[src/rtl/ft_dbg_pkg.sv]
// Shared constants, state encoding and CTRL register layout for the FT debug responder.
package ft_dbg_pkg;

  localparam logic [14:0] GPR_BASE  = 15'h0400;
  localparam logic [14:0] NPC_ADDR  = 15'h2000;
  localparam logic [14:0] PPC_ADDR  = 15'h2004;
  localparam logic [14:0] CTRL_ADDR = 15'h0000;

  localparam int HALT_TIMEOUT = 16;
  localparam int TMO_W        = $clog2(HALT_TIMEOUT) + 1;

  localparam int CTRL_HALTED_BIT  = 0;
  localparam int CTRL_TIMEOUT_BIT = 1;

  typedef enum logic [1:0] {
    ST_RUNNING  = 2'd0,
    ST_HALT_REQ = 2'd1,
    ST_HALTED   = 2'd2,
    ST_RESUMING = 2'd3
  } dbg_state_e;

endpackage

[src/rtl/ft_dbg_addr_dec.sv]
// Combinational debug-address decode into GPR/NPC/PPC/CTRL selects; no latency, no backpressure.
// Misaligned addresses decode to nothing so they fall through as unmapped.
module ft_dbg_addr_dec
  import ft_dbg_pkg::*;
(
  input  logic [14:0] addr_i,
  output logic        is_gpr_o,
  output logic        is_npc_o,
  output logic        is_ppc_o,
  output logic        is_ctrl_o,
  output logic [4:0]  reg_idx_o
);

  logic aligned;

  assign aligned   = (addr_i[1:0] == 2'b00);
  assign is_gpr_o  = aligned && (addr_i[14:7] == GPR_BASE[14:7]);
  assign is_npc_o  = (addr_i == NPC_ADDR);
  assign is_ppc_o  = (addr_i == PPC_ADDR);
  assign is_ctrl_o = (addr_i == CTRL_ADDR);
  assign reg_idx_o = addr_i[6:2];

endmodule

[src/rtl/ft_dbg_responder.sv]
// Per-core debug target: halts/resumes the core and serves GPR/NPC/PPC/CTRL accesses.
// Grant is combinational with no backpressure; rvalid/rdata follow one cycle after grant.
module ft_dbg_responder
  import ft_dbg_pkg::*;
(
  input  logic        clk_i,
  input  logic        rst_i,
  input  logic        debug_halt_i,
  input  logic        debug_resume_i,
  output logic        debug_halted_o,
  input  logic        debug_req_i,
  output logic        debug_gnt_o,
  output logic        debug_rvalid_o,
  input  logic [14:0] debug_addr_i,
  input  logic        debug_we_i,
  input  logic [31:0] debug_wdata_i,
  output logic [31:0] debug_rdata_o,
  output logic        core_stall_o,
  input  logic        core_idle_i,
  input  logic [31:0] pc_i,
  output logic [4:0]  rf_raddr_o,
  input  logic [31:0] rf_rdata_i,
  output logic        rf_we_o,
  output logic [4:0]  rf_waddr_o,
  output logic [31:0] rf_wdata_o,
  output logic        npc_we_o,
  output logic [31:0] npc_o
);

  localparam logic [TMO_W-1:0] TMO_LAST = TMO_W'(HALT_TIMEOUT - 1);

  dbg_state_e        state_q, state_d;
  logic [TMO_W-1:0]  cnt_q, cnt_d;
  logic              tmo_q, tmo_d;
  logic              dirty_q, dirty_d;
  logic [31:0]       ppc_q, ppc_d;
  logic [31:0]       npc_q, npc_d;
  logic              rvalid_q, rvalid_d;
  logic [31:0]       rdata_q, rdata_d;

  logic              is_gpr, is_npc, is_ppc, is_ctrl;
  logic [4:0]        reg_idx;
  logic              halted, acc_rd, acc_wr, gpr_nz;
  logic [31:0]       ctrl;

  ft_dbg_addr_dec u_dec (
    .addr_i    (debug_addr_i),
    .is_gpr_o  (is_gpr),
    .is_npc_o  (is_npc),
    .is_ppc_o  (is_ppc),
    .is_ctrl_o (is_ctrl),
    .reg_idx_o (reg_idx)
  );

  assign halted         = (state_q == ST_HALTED);
  assign acc_rd         = debug_req_i && !debug_we_i;
  assign acc_wr         = debug_req_i && debug_we_i;
  assign gpr_nz         = is_gpr && (reg_idx != 5'd0);

  assign debug_halted_o = halted;
  assign core_stall_o   = (state_q != ST_RUNNING);
  assign debug_gnt_o    = debug_req_i;
  assign debug_rvalid_o = rvalid_q;
  assign debug_rdata_o  = rdata_q;
  assign npc_o          = npc_q;

  always_comb begin
    state_d    = state_q;
    cnt_d      = cnt_q;
    tmo_d      = tmo_q;
    dirty_d    = dirty_q;
    ppc_d      = ppc_q;
    npc_d      = npc_q;
    npc_we_o   = 1'b0;
    rvalid_d   = debug_req_i;
    rdata_d    = 32'd0;
    rf_we_o    = 1'b0;
    rf_waddr_o = 5'd0;
    rf_wdata_o = 32'd0;
    rf_raddr_o = 5'd0;
    ctrl       = 32'd0;
    ctrl[CTRL_HALTED_BIT]  = halted;
    ctrl[CTRL_TIMEOUT_BIT] = tmo_q;

    case (state_q)
      ST_RUNNING: begin
        if (debug_halt_i) begin
          state_d = ST_HALT_REQ;
          cnt_d   = '0;
        end
      end
      // Once requested, a halt always completes even if halt_i drops.
      ST_HALT_REQ: begin
        if (core_idle_i) begin
          state_d = ST_HALTED;
          ppc_d   = pc_i;
        end else if (cnt_q == TMO_LAST) begin
          state_d = ST_HALTED;
          ppc_d   = pc_i;
          tmo_d   = 1'b1;
        end else begin
          cnt_d = cnt_q + 1'b1;
        end
      end
      ST_HALTED: begin
        if (debug_resume_i && !debug_halt_i) begin
          state_d = ST_RESUMING;
        end
      end
      ST_RESUMING: begin
        npc_we_o = dirty_q;
        dirty_d  = 1'b0;
        state_d  = ST_RUNNING;
      end
      default: state_d = ST_RUNNING;
    endcase

    if (acc_wr && halted) begin
      if (gpr_nz) begin
        rf_we_o    = 1'b1;
        rf_waddr_o = reg_idx;
        rf_wdata_o = debug_wdata_i;
      end else if (is_npc) begin
        npc_d   = debug_wdata_i;
        dirty_d = 1'b1;
      end
    end

    if (acc_rd) begin
      if (halted && is_gpr) begin
        rf_raddr_o = reg_idx;
        rdata_d    = gpr_nz ? rf_rdata_i : 32'd0;
      end else if (halted && is_npc) begin
        rdata_d = dirty_q ? npc_q : ppc_q;
      end else if (is_ppc) begin
        rdata_d = ppc_q;
      end else if (is_ctrl) begin
        rdata_d = ctrl;
      end
    end
  end

  always_ff @(posedge clk_i) begin
    if (rst_i) begin
      state_q  <= ST_RUNNING;
      cnt_q    <= '0;
      tmo_q    <= 1'b0;
      dirty_q  <= 1'b0;
      ppc_q    <= 32'd0;
      npc_q    <= 32'd0;
      rvalid_q <= 1'b0;
      rdata_q  <= 32'd0;
    end else begin
      state_q  <= state_d;
      cnt_q    <= cnt_d;
      tmo_q    <= tmo_d;
      dirty_q  <= dirty_d;
      ppc_q    <= ppc_d;
      npc_q    <= npc_d;
      rvalid_q <= rvalid_d;
      rdata_q  <= rdata_d;
    end
  end

endmodule
[config.mk]
export PLATFORM = sky130hd
export DESIGN_NAME = ft_dbg_responder
export DESIGN_NICKNAME = d
export VERILOG_FILES = /design/src/rtl/ft_dbg_pkg.sv /design/src/rtl/ft_dbg_addr_dec.sv /design/src/rtl/ft_dbg_responder.sv
export SDC_FILE = /design/constraint.sdc
export NUM_CORES = 1
export LEC_CHECK = 0
export BUFFER_PORTS_ARGS = -buffer_cell sky130_fd_sc_hd__buf_2
export CAP_MARGIN = 25
export CORE_MARGIN = 5
export CORE_UTILIZATION = 45
export CTS_CLUSTER_DIAMETER = 200
export DETAILED_ROUTE_END_ITERATION = 6
export GPL_ROUTABILITY_DRIVEN = 0
export GPL_TIMING_DRIVEN = 0
export HOLD_SLACK_MARGIN = 0.15
export PLACE_DENSITY = 0.78
export SYNTH_ARGS = -nofsm -noshare
export SYNTH_HDL_FRONTEND = slang
export SYNTH_HIERARCHICAL = 1
export SYNTH_SLANG_ARGS = --single-unit
[constraint.sdc]
create_clock -name clk_i -period 4.7 [get_ports clk_i]
set_clock_uncertainty 0.05 [all_clocks]
set_input_delay 1.41 -clock clk_i [delete_from_list [all_inputs] [get_ports clk_i]]
set_output_delay 1.41 -clock clk_i [all_outputs]
set_load 0.03 [all_outputs]
# == After elaboration in Yosys (flattened, before gate mapping) ==
# Cells that the tools add are included.
# W data, S select, Z words.
# totals
reg_bits,106
input_bits,118
output_inout_bits,112
elab_cells,77
# op_classes
add_sub_neg,1
eq_ne,12
muxes,30
bitwise_logic,3
n_reduce_logical,23
# op_table
op,n
$mux W32,9
$mux W5,7
$eq A15 B14 Y1 const B,2
$logic_not A15 Y1,1
$mux W2,5
$pmux W5 S2,1
$reduce_and A3 Y1,3
$eq A8 B4 Y1 const B,1
$logic_and A1 B1 Y1,8
$pmux W2 S4,1
$mux W1,7
$ne A2 B2 Y1 const B,3
$reduce_bool A2 Y1,3
$add A5 B1 Y5 const B,1
$eq A5 B4 Y1 const B,1
$reduce_bool A5 Y1,1
$eq A2 B2 Y1 const B,2
$logic_not A2 Y1,2
$reduce_and A4 Y1,1
$ne A3 B3 Y1 const B,1
$not A1 Y1,3
$eq A2 B1 Y1 const B,1
$logic_not A1 Y1,2
$ne A2 B1 Y1 const B,1
other kinds (2),2

# == Depth between registers and ports, before layout ==
# Gate-level depths: netlist of run 1.
# logic_depth
ltp_word,5
ltp_mapped,8
mapped_depth_nobuf,6

# == Cells and area by module ==
# The synthesis of run 1 kept the hierarchy.
# modules_own_cells
module,instances,cells_per_inst,area_each_um2,seq_area_each_um2
ft_dbg_responder,1,729,5789.3,2122.0
ft_dbg_addr_dec,1,15,135.1,0.0

# == Worst setup path after synthesis of run 1 ==
# Ideal clock, no wire load.
# synth_timing
kind,in2out
from,input port debug_addr_i[12]
to,output port rf_wdata_o[22]
arrival_ns,3.729
required_ns,3.240
setup_slack_ns,-0.489
stages,7
path_buffers,2
cell_sequence,or4_4 > nor4b_2 > buf_2 > and4_1 > a21boi_1 > clkbuf_1 > and2_1
# synth_between
elab_chain_len,5
# synth_rtl
item,line,source
from (decl),ft_dbg_responder.sv:14,"input logic [14:0] debug_addr_i,"
$eq A8 B4 Y1,ft_dbg_addr_dec.sv:17,assign is_gpr_o = aligned && (addr_i[14:7] == GPR_BASE[14:7]);
$logic_and A1 B1 Y1,ft_dbg_addr_dec.sv:17,
net is_gpr,ft_dbg_responder.sv:41,"logic is_gpr, is_npc, is_ppc, is_ctrl;"
$logic_and A1 B1 Y1,ft_dbg_responder.sv:58,assign gpr_nz = is_gpr && (reg_idx != 5'd0);
$mux W32,ft_dbg_responder.sv:119,if (gpr_nz) begin
$mux W32,ft_dbg_responder.sv:118,if (acc_wr && halted) begin
to (decl),ft_dbg_responder.sv:25,"output logic [31:0] rf_wdata_o,"
# The timed path passes the listed nets, and every way through them passes these cells.

# == Worst setup path after layout of run 1 ==
# layout_timing
from,input port debug_addr_i[11]
to,output port rf_wdata_o[10]
# The elaborated chain is that of the path after synthesis.

==> results of run 1 <==
repair_timing:
item	in CTS	in global routing
setup buffers	7	1
resized for setup	83	1
hold endpoints to repair	0	0
pin swaps	24	1
gates cloned	2	0
setup endpoints to repair	38	38
routing by layer:
layer  GRT usage  share of wire
met3      0.0540          0.082
met1       0.326           0.42
met2       0.427           0.47
met5           0              0
met4      0.0999          0.029
cells in the mapped netlist, types with 2 or more instances:
cell / n
dfxtp_1: 106
nand2_1: 101
clkbuf_1: 71
nand4_1: 65
o2111ai_1: 64
and2_1: 43
a21oi_1: 36
nor2b_1: 34
a31oi_1: 33
and4_1: 33
nand3_1: 33
o22ai_1: 31
buf_2: 13
inv_1: 10
buf_4: 6
ha_1: 6
buf_1: 5
o21ai_0: 4
buf_6: 3
mux2i_1: 3
nor3b_1: 3
a211oi_1: 2
a22oi_1: 2
a311oi_1: 2
nand2b_1: 2
nor2_1: 2
nor4_1: 2
nor4_2: 2
o31ai_1: 2
or3_1: 2
or4_1: 2
or4_4: 2
worst max-delay path, delay by kind of cell:
kind / cells / cell delay (ns)
simple gates: 4 / 1.14
compound gates: 1 / 0.19
buf+inv: 5 / 0.65
cell families (layout without fill, tap and decap cells):
kind of cell,after synthesis,after routing,share of synthesized area
buffers and inverters,110,365,0.0800
flip-flops,106,106,0.358
multiplexers,3,3,0.00507
AO/OA/AOI/OAI,184,184,0.217
AND/OR/NAND/NOR,335,335,0.327
adder cells (fa/ha/maj),6,6,0.0127
worst max-delay path by stage:
| stage | from | end | slack (ns) |
|---|---|---|---|
| 2_1_floorplan | debug_addr_i[12] | rf_wdata_o[22] | 0.0009 |
| 3_3_place_gp | debug_addr_i[12] | rf_wdata_o[5] | -0.52 |
| 3_5_place_dp | debug_addr_i[12] | rf_wdata_o[10] | -0.56 |
| 4_1_cts | debug_addr_i[11] | rf_wdata_o[5] | -0.15 |
| 5_1_grt | debug_addr_i[11] | rf_wdata_o[24] | -0.23 |
| 6_report | debug_addr_i[11] | rf_wdata_o[10] | -0.16 |
registers in the layout, indices dropped and copies added, names as in the netlist:
| name | cells |
|---|---|
| ppc_q | 32 |
| state_q | 2 |
| debug_rdata_o | 32 |
| dirty_q | 1 |
| tmo_q | 1 |
| debug_rvalid_o | 1 |
| npc_o | 32 |
| cnt_q | 5 |
placed cells by master (no fill, tap or decap), types with 2 or more instances in the layout:
master and count:
a211oi_1 2, a21oi_1 36, a22oi_1 2, a311oi_1 2, a31oi_1 33, and2_1 11
and2_4 32, and4_1 32, buf_1 5, buf_2 202, buf_4 19, buf_6 36
clkbuf_1 68, clkbuf_16 10, clkbuf_8 4, clkinv_4 2, dfxtp_1 106, ha_1 6
inv_1 10, inv_6 2, mux2i_1 3, nand2_1 101, nand2b_1 2, nand3_1 33
nand4_1 65, nor2_1 2, nor2b_1 34, nor3b_1 2, nor4_1 2, nor4_2 2
o2111ai_1 64, o21ai_0 4, o22ai_1 31, o31ai_1 2, or3_1 2, or4_1 2
or4_4 2
metrics by stage:
stage | cell area [µm²] | instances
6_report | 8060 | 1175
2_1_floorplan | 6030 | 744
3_3_place_gp | 7390 | 1149
4_1_cts | 8050 | 1174
5_1_grt | 8060 | 1175
3_5_place_dp | 7390 | 1149
report_power, final:
part	switching (W)	internal (W)	total, W
combinational	0.000285	0.000146	0.000431
clock	0.000372	0.000374	0.000745
sequential	0.0000277	0.000944	0.000972
total	0.000684	0.00146	0.00215
area by class of cell:
| type | count | area share |
|---|---|---|
| Tap cell | 176 | 0.0273 |
| Inverter | 12 | 0.00559 |
| Buffer | 98 | 0.0587 |
| Sequential cell | 106 | 0.263 |
| Timing Repair Buffer | 239 | 0.183 |
| Multi-Input combinational cell | 528 | 0.426 |
| Clock buffer | 9 | 0.0279 |
| Clock inverter | 7 | 0.00869 |
==> results.md, run 1 <==
- Via-per-instance ratio: 5.83
- Crit path arrival time: roughly 3.4 ns
- Synth top area share: 0.358
- Final min period: 4.86 ns
- Maxcap violations: 0
- Syn-to-layout area delta: 36.1%
- PortBufs: 229
- Tot GR Track Use: 0.257
- PnR worst setup slack: -0.164 ns
- Failing checks: setup timing
- Hold Path Depth: 2
- Starting Density: 0.453
- # fillers: roughly 1,200
- Crit Path Class: input port to primary output
- Seq/Total Area, Yosys: 0.358
- DR WL/cell: between 15 and 20 µm
- Die height: between 100 and 150 µm
- Routed WL: between 20,000 and 25,000 µm
- Worst VDD drop: around 0.15 mV
- Hold Crit Start: ppc_q[16]
- Clk sinks: about 110
- Synth warn: 6
- Clk Tree Root Cell: clkbuf_16
- Largest stage delay on the critical path: between 0.5 and 0.6 ns
- FP Rows: 42
- Pre-Repair DR Iteration Count: 5
- Final Setup Violations: 38
- Clock Path Buffers: 2
- FF/Latch Area: about 2100 µm²
- Status: finished, violations left
- Max Freq: 0.206 GHz
- CP dominant cell by count: buf_6
- Dpl ws: -0.556 ns
- Crit. End Element: primary output
- Leading area contributor after synthesis: dfxtp_1
- Setup TNS: -5.17 ns
- Global-route wire length before repair: 33,000 µm
- PD cells: 266 nW/µm²
- Synth Flop Type: dfxtp_1
- Post-CTS Hold Buffers: 0
- RSZ-0062 raised after global routing: true
- GR Overflow Total: 0
- CP Launch Type: input port
- Cell chain of the critical path: buf_6, or4_4, nor4b_2, buf_4, and4_4, a21boi_4, buf_12, clkbuf_8, and2_4, buf_6
- Max_slew headroom: 0.374
- Synth Net Count: roughly 870
- Die ar.: between 15,000 and 20,000 µm²
- Share of layout cells above drive strength 1: 0.323
- Ant diodes: 0
- Worst path required time: ~3.2 ns
- Clock Latency Late Sink: roughly 0.35 ns
- Core region area: 13,100 µm²
- Vias in the first global route: 6,434
- CTS tree: built
- Mapped Cells: between 700 and 800
- Die X: between 100 and 150 µm
- Fin. Hold Viols: 0
- HPWL after DPL: about 16,000 µm
- Clock-pin slew on the worst setup and hold paths: around 0.08 ns
- Htree depth: 3
- Synth async-reset ratio: 0
- Worst-margin pin slew: approximately 0.93 ns
- Max stage delay cell, worst path: or4_4
- Layout net count: ~1,100
- RR Startpoint: state_q[0]
- Unique masters post-synth: 51
- Reg2reg end: debug_rdata_o[23]
- Multi-input logic area: between 3000 and 4000 µm²
- Syn Area/Cell: 7.96 µm²
- Area contributors post-synth: dfxtp_1 36%, o2111ai_1 9.5%, nand4_1 6.9%
- Post-Syn Area: between 5000 and 6000 µm²
- Io pins: 230
- DRC viols: 0
- Static leakage: ~3.3 nW
- Period utilization: 1.03
- Antenna violations before repair: 0
- Min-delay worst type: register to register
- Largest net degree at the start of global routing: 21
- Reg2reg setup slack: roughly 2.4 ns
- Top fanout value on the critical path: 7
- Final Max Slew Viols: 0
- Vias: a little under 7,000
- DR iter-0 viols: approximately 600
- Hold slack: around 0.41 ns
- Number of synthesized flops with an enable pin: 0
- Total Power: about 0.0021 W
- Utilization after layout: 0.616
- Worst r2r path cells: 7
- Num CTS Buffers: 9
- Flops & latches, synth: roughly 110
- Worst Hold Path EP: ppc_q[16]
- ANT nets after route: 0
No activity file was read; power rests on OpenSTA's default activity.
==> inputs of run 2 (changes only) <==
- CORE_UTILIZATION: 45 -> 35
- PLACE_DENSITY: 0.78 -> 0.63
==> run 2 against run 1 <==
The flow still finishes with violations (setup timing). Fmax is 0.14% lower. Design area is 2.1% higher. Count of clock-buffer cells in the layout is 1 higher. Routed wire length is 7.9% higher. Worst setup slack worse by 0.0068 ns. Global-route usage is 3.2 points lower. Clock power is 8.6% higher. Die area is 26% higher. First-iteration DRC count is 2.2% lower. Critical path depth stayed put. Highest routed layer is now met5.
==> results.md, run 2 (synthesized netlist as in run 1, its figures left out) <==
- Clock Path Buffers: 2 (unchanged)
- Period utilization: 1.04 (was 1.03)
- Crit path arrival time: 3.41 ns (was 3.40 ns)
- Crit Path Class: input port to primary output (unchanged)
- Worst VDD drop: 0.173 mV (was 0.154 mV)
- Routed WL: 23,200 µm (was 21,500 µm)
- ANT nets after route: 0 (unchanged)
- DR iter-0 viols: 580 (was 593)
- Via-per-instance ratio: 5.57 (was 5.83)
- FP Rows: 47 (was 42)
- Starting Density: 0.357 (was 0.453)
- Die ar.: 19,600 µm² (was 15,600 µm²)
- Tot GR Track Use: 0.225 (was 0.257)
- Clk sinks: 106 (unchanged)
- # fillers: 1,660 (was 1,165)
- Ant diodes: 0 (unchanged)
- HPWL after DPL: 17,700 µm (was 16,300 µm)
- Num CTS Buffers: 9 (unchanged)
- Share of layout cells above drive strength 1: 0.328 (was 0.323)
- Failing checks: setup timing (unchanged)
- Worst r2r path cells: 7 (unchanged)
- RR Startpoint: state_q[0] (unchanged)
- Io pins: 230 (unchanged)
- Largest net degree at the start of global routing: 19 (was 21)
- GR Overflow Total: 0 (unchanged)
- Commonest non-fill, non-tap cell in the layout: buf_2 (unchanged)
- Worst path required time: 3.24 ns (about the same)
- Die height: 140 µm (was 125 µm)
- Antenna violations before repair: 1 (was 0)
- Worst-margin pin slew: 0.927 ns (was 0.931 ns)
- Top fanout value on the critical path: 9 (was 7)
- Min-delay worst type: register to register (unchanged)
- Clock-pin slew on the worst setup and hold paths: 0.07 ns (was 0.08 ns)
- Setup TNS: -4.69 ns (was -5.17 ns)
- DRC viols: 0 (unchanged)
- Total Power: 0.00221 W (was 0.00215 W)
- CTS tree: built (unchanged)
- PD cells: 269 nW/µm² (was 266 nW/µm²)
- Most frequent cells in the layout: 201 x buf_2, 106 x dfxtp_1, 100 x nand2_1, 68 x clkbuf_1, 65 x nand4_1 (was 202 x buf_2, 106 x dfxtp_1, 101 x nand2_1, 68 x clkbuf_1, 65 x nand4_1)
- Vias in the first global route: 6,485 (was 6,434)
- Dpl ws: -0.554 ns (was -0.556 ns)
- Fin. Hold Viols: 0 (unchanged)
- Worst setup path end: rf_wdata_o[9] (was rf_wdata_o[10])
- PnR worst setup slack: -0.170 ns (was -0.164 ns)
- Crit path from: debug_addr_i[12] (was debug_addr_i[11])
- RSZ-0062 raised after global routing: true (unchanged)
- Final Max Slew Viols: 0 (unchanged)
- PortBufs: 229 (unchanged)
- Reg2reg setup slack: 2.26 ns (was 2.37 ns)
- Global-route wire length before repair: 35,600 µm (was 33,000 µm)
- Clock Latency Late Sink: 0.36 ns (was 0.35 ns)
- Crit. End Element: primary output (unchanged)
- Die X: 140 µm (was 125 µm)
- Pre-Repair DR Iteration Count: 7 (was 5)
- Reg2reg end: debug_rdata_o[21] (was debug_rdata_o[23])
- Static leakage: 3.32 nW (was 3.25 nW)
- Final Setup Violations: 36 (was 38)
- Clk Tree Root Cell: clkbuf_16 (unchanged)
- Maxcap violations: 0 (unchanged)
- CP Launch Type: input port (unchanged)
- DR WL/cell: 18.9 µm (was 18.3 µm)
- Syn-to-layout area delta: 39.0% (was 36.1%)
- Status: finished, violations left (unchanged)
- Htree depth: 3 (unchanged)
- Layout net count: 1,122 (was 1,118)
- Hold Path Depth: 2 (unchanged)
- Max_slew headroom: 0.377 (was 0.374)
- Core region area: 16,600 µm² (was 13,100 µm²)
- Final min period: 4.87 ns (was 4.86 ns)
- Vias: 6,814 (was 6,845)
- Max Freq: 0.205 GHz (was 0.206 GHz)
[run 2: cell type report]
type / count / area (µm²) / share of cell area
timing repair buffer: 243 / 1540 / 0.187
buffer: 98 / 495 / 0.0602
clock inverter: 6 / 72.6 / 0.00881
multi-input combinational: 528 / 3440 / 0.418
clock buffer: 10 / 239 / 0.0290
sequential: 106 / 2120 / 0.258
tap: 220 / 275 / 0.0334
inverter: 12 / 45.0 / 0.00547
[run 2: metal layers]
| layer | global-route usage | share of wire | wire length, µm | vias up |
|---|---|---|---|---|
| met3 | 0.0433 | 0.072 | 1660 | 28 |
| met2 | 0.367 | 0.47 | 11000 | 299 |
| met5 | 0 | 0.00030 | 7 | - |
| li1 | - | - | - | 3318 |
| met1 | 0.301 | 0.43 | 10000 | 3167 |
| met4 | 0.0688 | 0.021 | 484 | 2 |
[run 2: worst min path at each step]
| stage | slack (ns) | startpoint | endpoint |
|---|---|---|---|
| floorplan | 0.39 | ppc_q[0] | ppc_q[0] |
| global placement | 0.39 | ppc_q[16] | ppc_q[16] |
| detailed placement | 0.40 | ppc_q[6] | ppc_q[6] |
| CTS | 0.41 | ppc_q[6] | ppc_q[6] |
| global route | 0.42 | ppc_q[2] | ppc_q[2] |
| finish | 0.41 | ppc_q[22] | ppc_q[22] |
[run 2: repair_timing]
item	4_1_cts	5_1_grt
setup endpoints to repair	38	38
gates resized for setup	94	6
setup buffers	7	5
hold buffers	0	0
cloned	2	1
pin swaps	21	4
[run 2: worst max-delay path, stage by stage]
cell and delay [ns]:
buf_6 0.09, or4_4 0.53, nor4b_2 0.26, buf_4 0.15, and4_4 0.22, a21boi_4 0.19
buf_12 0.15, clkbuf_16 0.15, and2_4 0.13, buf_6 0.12
[run 2: metrics by stage]
stage	util	instance area, µm²	cells	hold slack (ns)
detailed placement	0.449	7450	1193	0.397
finish	0.497	8240	1223	0.406
floorplan	-	6030	744	0.386
global placement	0.449	7450	1193	0.392
CTS	0.493	8180	1218	0.408
global route	0.497	8240	1223	0.423
[run 2: power by group]
part	switching, W	leakage (nW)	internal [W]
registers	0.0000274	0.856	0.000944
logic	0.000289	2.31	0.000146
clock network	0.000374	0.155	0.000435
==> inputs of run 3 (changes only) <==
- PLACE_DENSITY: 0.63 -> default
==> run 3 against run 2 <==
The run still ends with setup timing left. Routed wire length is 0.59% lower. Clock power down 10%. Sequential power hardly changed. Sequential share of layout area increased by 0.48 points. Sequential cell count stayed put. Non-clock buffer count is 7 lower. Core utilization fell by 0.91 points. Register-to-register slack gained 0.06 ns. Total power fell by 4.0%. Via count decreased by 0.94%. First-iteration DRC count down 11%. Fmax fell by 1.1%. Critical path type unchanged.
==> results.md, run 3 (synthesized netlist as in run 1, its figures left out) <==
- Tot GR Track Use: 0.223 (was 0.225)
- Share of layout cells above drive strength 1: 0.321 (was 0.328)
- Clock-pin slew on the worst setup and hold paths: 0.07 ns (about the same)
- Max Freq: 0.203 GHz (was 0.205 GHz)
- PD cells: 263 nW/µm² (was 269 nW/µm²)
- Min-delay worst type: register to register (unchanged)
- Failing checks: setup timing (unchanged)
- CTS tree: built (unchanged)
- Layout net count: 1,115 (was 1,122)
- Htree depth: 3 (unchanged)
- Final Max Slew Viols: 0 (unchanged)
- Top fanout value on the critical path: 10 (was 9)
- Crit Path Class: input port to primary output (unchanged)
- Routed WL: 23,000 µm (was 23,200 µm)
- Max stage delay cell, worst path: or4_4 (unchanged)
- DRC viols: 0 (unchanged)
- Clk sinks: 106 (unchanged)
- Worst-margin pin slew: 1.01 ns (was 0.927 ns)
- Cell family with most CP delay: simple AND/OR/NAND/NOR gates (unchanged)
- CP dominant cell by count: buf_6 (unchanged)
- Clk Tree Root Cell: clkbuf_16 (unchanged)
- HPWL after DPL: 17,700 µm (about the same)
- Status: finished, violations left (unchanged)
- Crit. End Element: primary output (unchanged)
- Worst Hold Path EP: ppc_q[30] (was ppc_q[22])
- Antenna violations before repair: 0 (was 1)
- Worst r2r path cells: 7 (unchanged)
- DR iter-0 viols: 515 (was 580)
- Cell chain of the critical path: buf_6, or4_4, nor4b_2, buf_4, and4_4, a21boi_4, buf_12, clkbuf_16, and2_4, buf_6 (unchanged)
- Die height: 140 µm (unchanged)
- Vias in the first global route: 6,416 (was 6,485)
- Dpl ws: -0.617 ns (was -0.554 ns)
- RSZ-0062 raised after global routing: true (unchanged)
- Reg2reg setup slack: 2.32 ns (was 2.26 ns)
- Num CTS Buffers: 9 (unchanged)
- Commonest non-fill, non-tap cell in the layout: buf_2 (unchanged)
- Global-route wire length before repair: 35,300 µm (was 35,600 µm)
- PnR worst setup slack: -0.225 ns (was -0.170 ns)
- Vias: 6,750 (was 6,814)
- Static leakage: 3.23 nW (was 3.32 nW)
- DR WL/cell: 18.9 µm (about the same)
- Final Setup Violations: 38 (was 36)
- FF/Latch Area: 2120 µm² (unchanged)
- Max_slew headroom: 0.321 (was 0.377)
- Fin. Hold Viols: 0 (unchanged)
- Worst path required time: 3.24 ns (about the same)
- Multi-input logic area: 3430 µm² (was 3440 µm²)
- Final min period: 4.93 ns (was 4.87 ns)
- RR Startpoint: cnt_q[0] (was state_q[0])
- FP Rows: 47 (unchanged)
- Hold Path Depth: 2 (unchanged)
- CP Launch Type: input port (unchanged)
- Largest stage delay on the critical path: 0.53 ns (about the same)
- Die ar.: 19,600 µm² (unchanged)
- Worst VDD drop: 0.191 mV (was 0.173 mV)
- GR Overflow Total: 0 (unchanged)
- Hold Crit Start: ppc_q[30] (was ppc_q[22])
- PortBufs: 229 (unchanged)
- # fillers: 1,693 (was 1,660)
- Crit path arrival time: 3.47 ns (was 3.41 ns)
- Maxcap violations: 0 (unchanged)
- Syn-to-layout area delta: 36.5% (was 39.0%)
- Starting Density: 0.357 (unchanged)
- Most frequent cells in the layout: 202 x buf_2, 106 x dfxtp_1, 100 x nand2_1, 68 x clkbuf_1, 65 x nand4_1 (was 201 x buf_2, 106 x dfxtp_1, 100 x nand2_1, 68 x clkbuf_1, 65 x nand4_1)
- Clock Path Buffers: 2 (unchanged)
- Ant diodes: 0 (unchanged)
- Utilization after layout: 0.488 (was 0.497)
- Period utilization: 1.05 (was 1.04)
- Largest net degree at the start of global routing: 19 (unchanged)
- Pre-Repair DR Iteration Count: 5 (was 7)
- ANT nets after route: 0 (unchanged)
- Core region area: 16,600 µm² (unchanged)
- Io pins: 230 (unchanged)
- Die X: 140 µm (unchanged)
- Via-per-instance ratio: 5.55 (was 5.57)
- Post-CTS Hold Buffers: 0 (unchanged)
- Reg2reg end: ppc_q[23] (was debug_rdata_o[21])
- Clock Latency Late Sink: 0.36 ns (about the same)
- Buffers plus inverters on the worst setup path: 5 (unchanged)
## run 3: cell types whose count changed in the layout (fill, tap and decap cells not counted), moves of 2 or more
cell | before | now
and2_1 | 10 | 12
and2_4 | 33 | 31
buf_6 | 45 | 37
buf_8 | 2 | 0
clkinvlp_4 | 0 | 2
## run 3: layout make-up
class	instances	share of cell area
inverter	12	0.00557
multi-input combinational	528	0.425
buffer	98	0.0599
tap	220	0.0340
sequential	106	0.262
timing repair buffer	236	0.179
clock buffer	9	0.0279
clock inverter	7	0.00634
## run 3: worst max-delay path by stage
stage | start | end | slack (ns) | depth (start not counted)
3_3_place_gp | debug_addr_i[12] | rf_wdata_o[11] | -0.54 | 9
3_5_place_dp | debug_addr_i[12] | rf_wdata_o[11] | -0.62 | 9
6_report | debug_addr_i[11] | rf_wdata_o[30] | -0.23 | 10
2_1_floorplan | debug_addr_i[12] | rf_wdata_o[22] | 0.0009 | 7
4_1_cts | debug_addr_i[11] | rf_wdata_o[12] | -0.22 | 10
5_1_grt | debug_addr_i[11] | rf_wdata_o[26] | -0.27 | 10
## run 3: worst min-delay path: stages, from the launching register on
cell and delay [ns]:
dfxtp_1 0.31, nand2_1 0.05, a21oi_1 0.05
## run 3: what timing repair did
action,in CTS,in global routing
pin swaps,24,1
endpoints found under the setup margin,43,38
gates cloned,2,0
gates resized for setup,84,0
buffers inserted,5,0
## run 3: layer usage
metal,vias to the layer above,track usage,share of wire
met2,251,0.354,0.46
met5,-,0,0
met3,23,0.0354,0.065
met1,3169,0.312,0.46
met4,0,0.0673,0.020
li1,3307,-,-
## run 3: through the flow
step           hold WS [ns]  power (W)  instance area [µm²]  TNS (ns)  cells
4_1_cts               0.407    0.00214                 8090     -7.15   1216
6_report              0.405    0.00213                 8090     -6.89   1216
3_5_place_dp          0.397    0.00141                 7450    -19.98   1193
3_3_place_gp          0.392    0.00141                 7450    -17.50   1193
2_1_floorplan         0.386    0.00126                 6030         0    744
5_1_grt               0.418    0.00223                 8090     -8.76   1216
## run 3: where the power goes
part           total, W  internal [W]  switching [W]
Sequential     0.000971      0.000944      0.0000270
Combinational  0.000429      0.000144       0.000285
Clock          0.000726      0.000363       0.000363
Total           0.00213       0.00145       0.000675
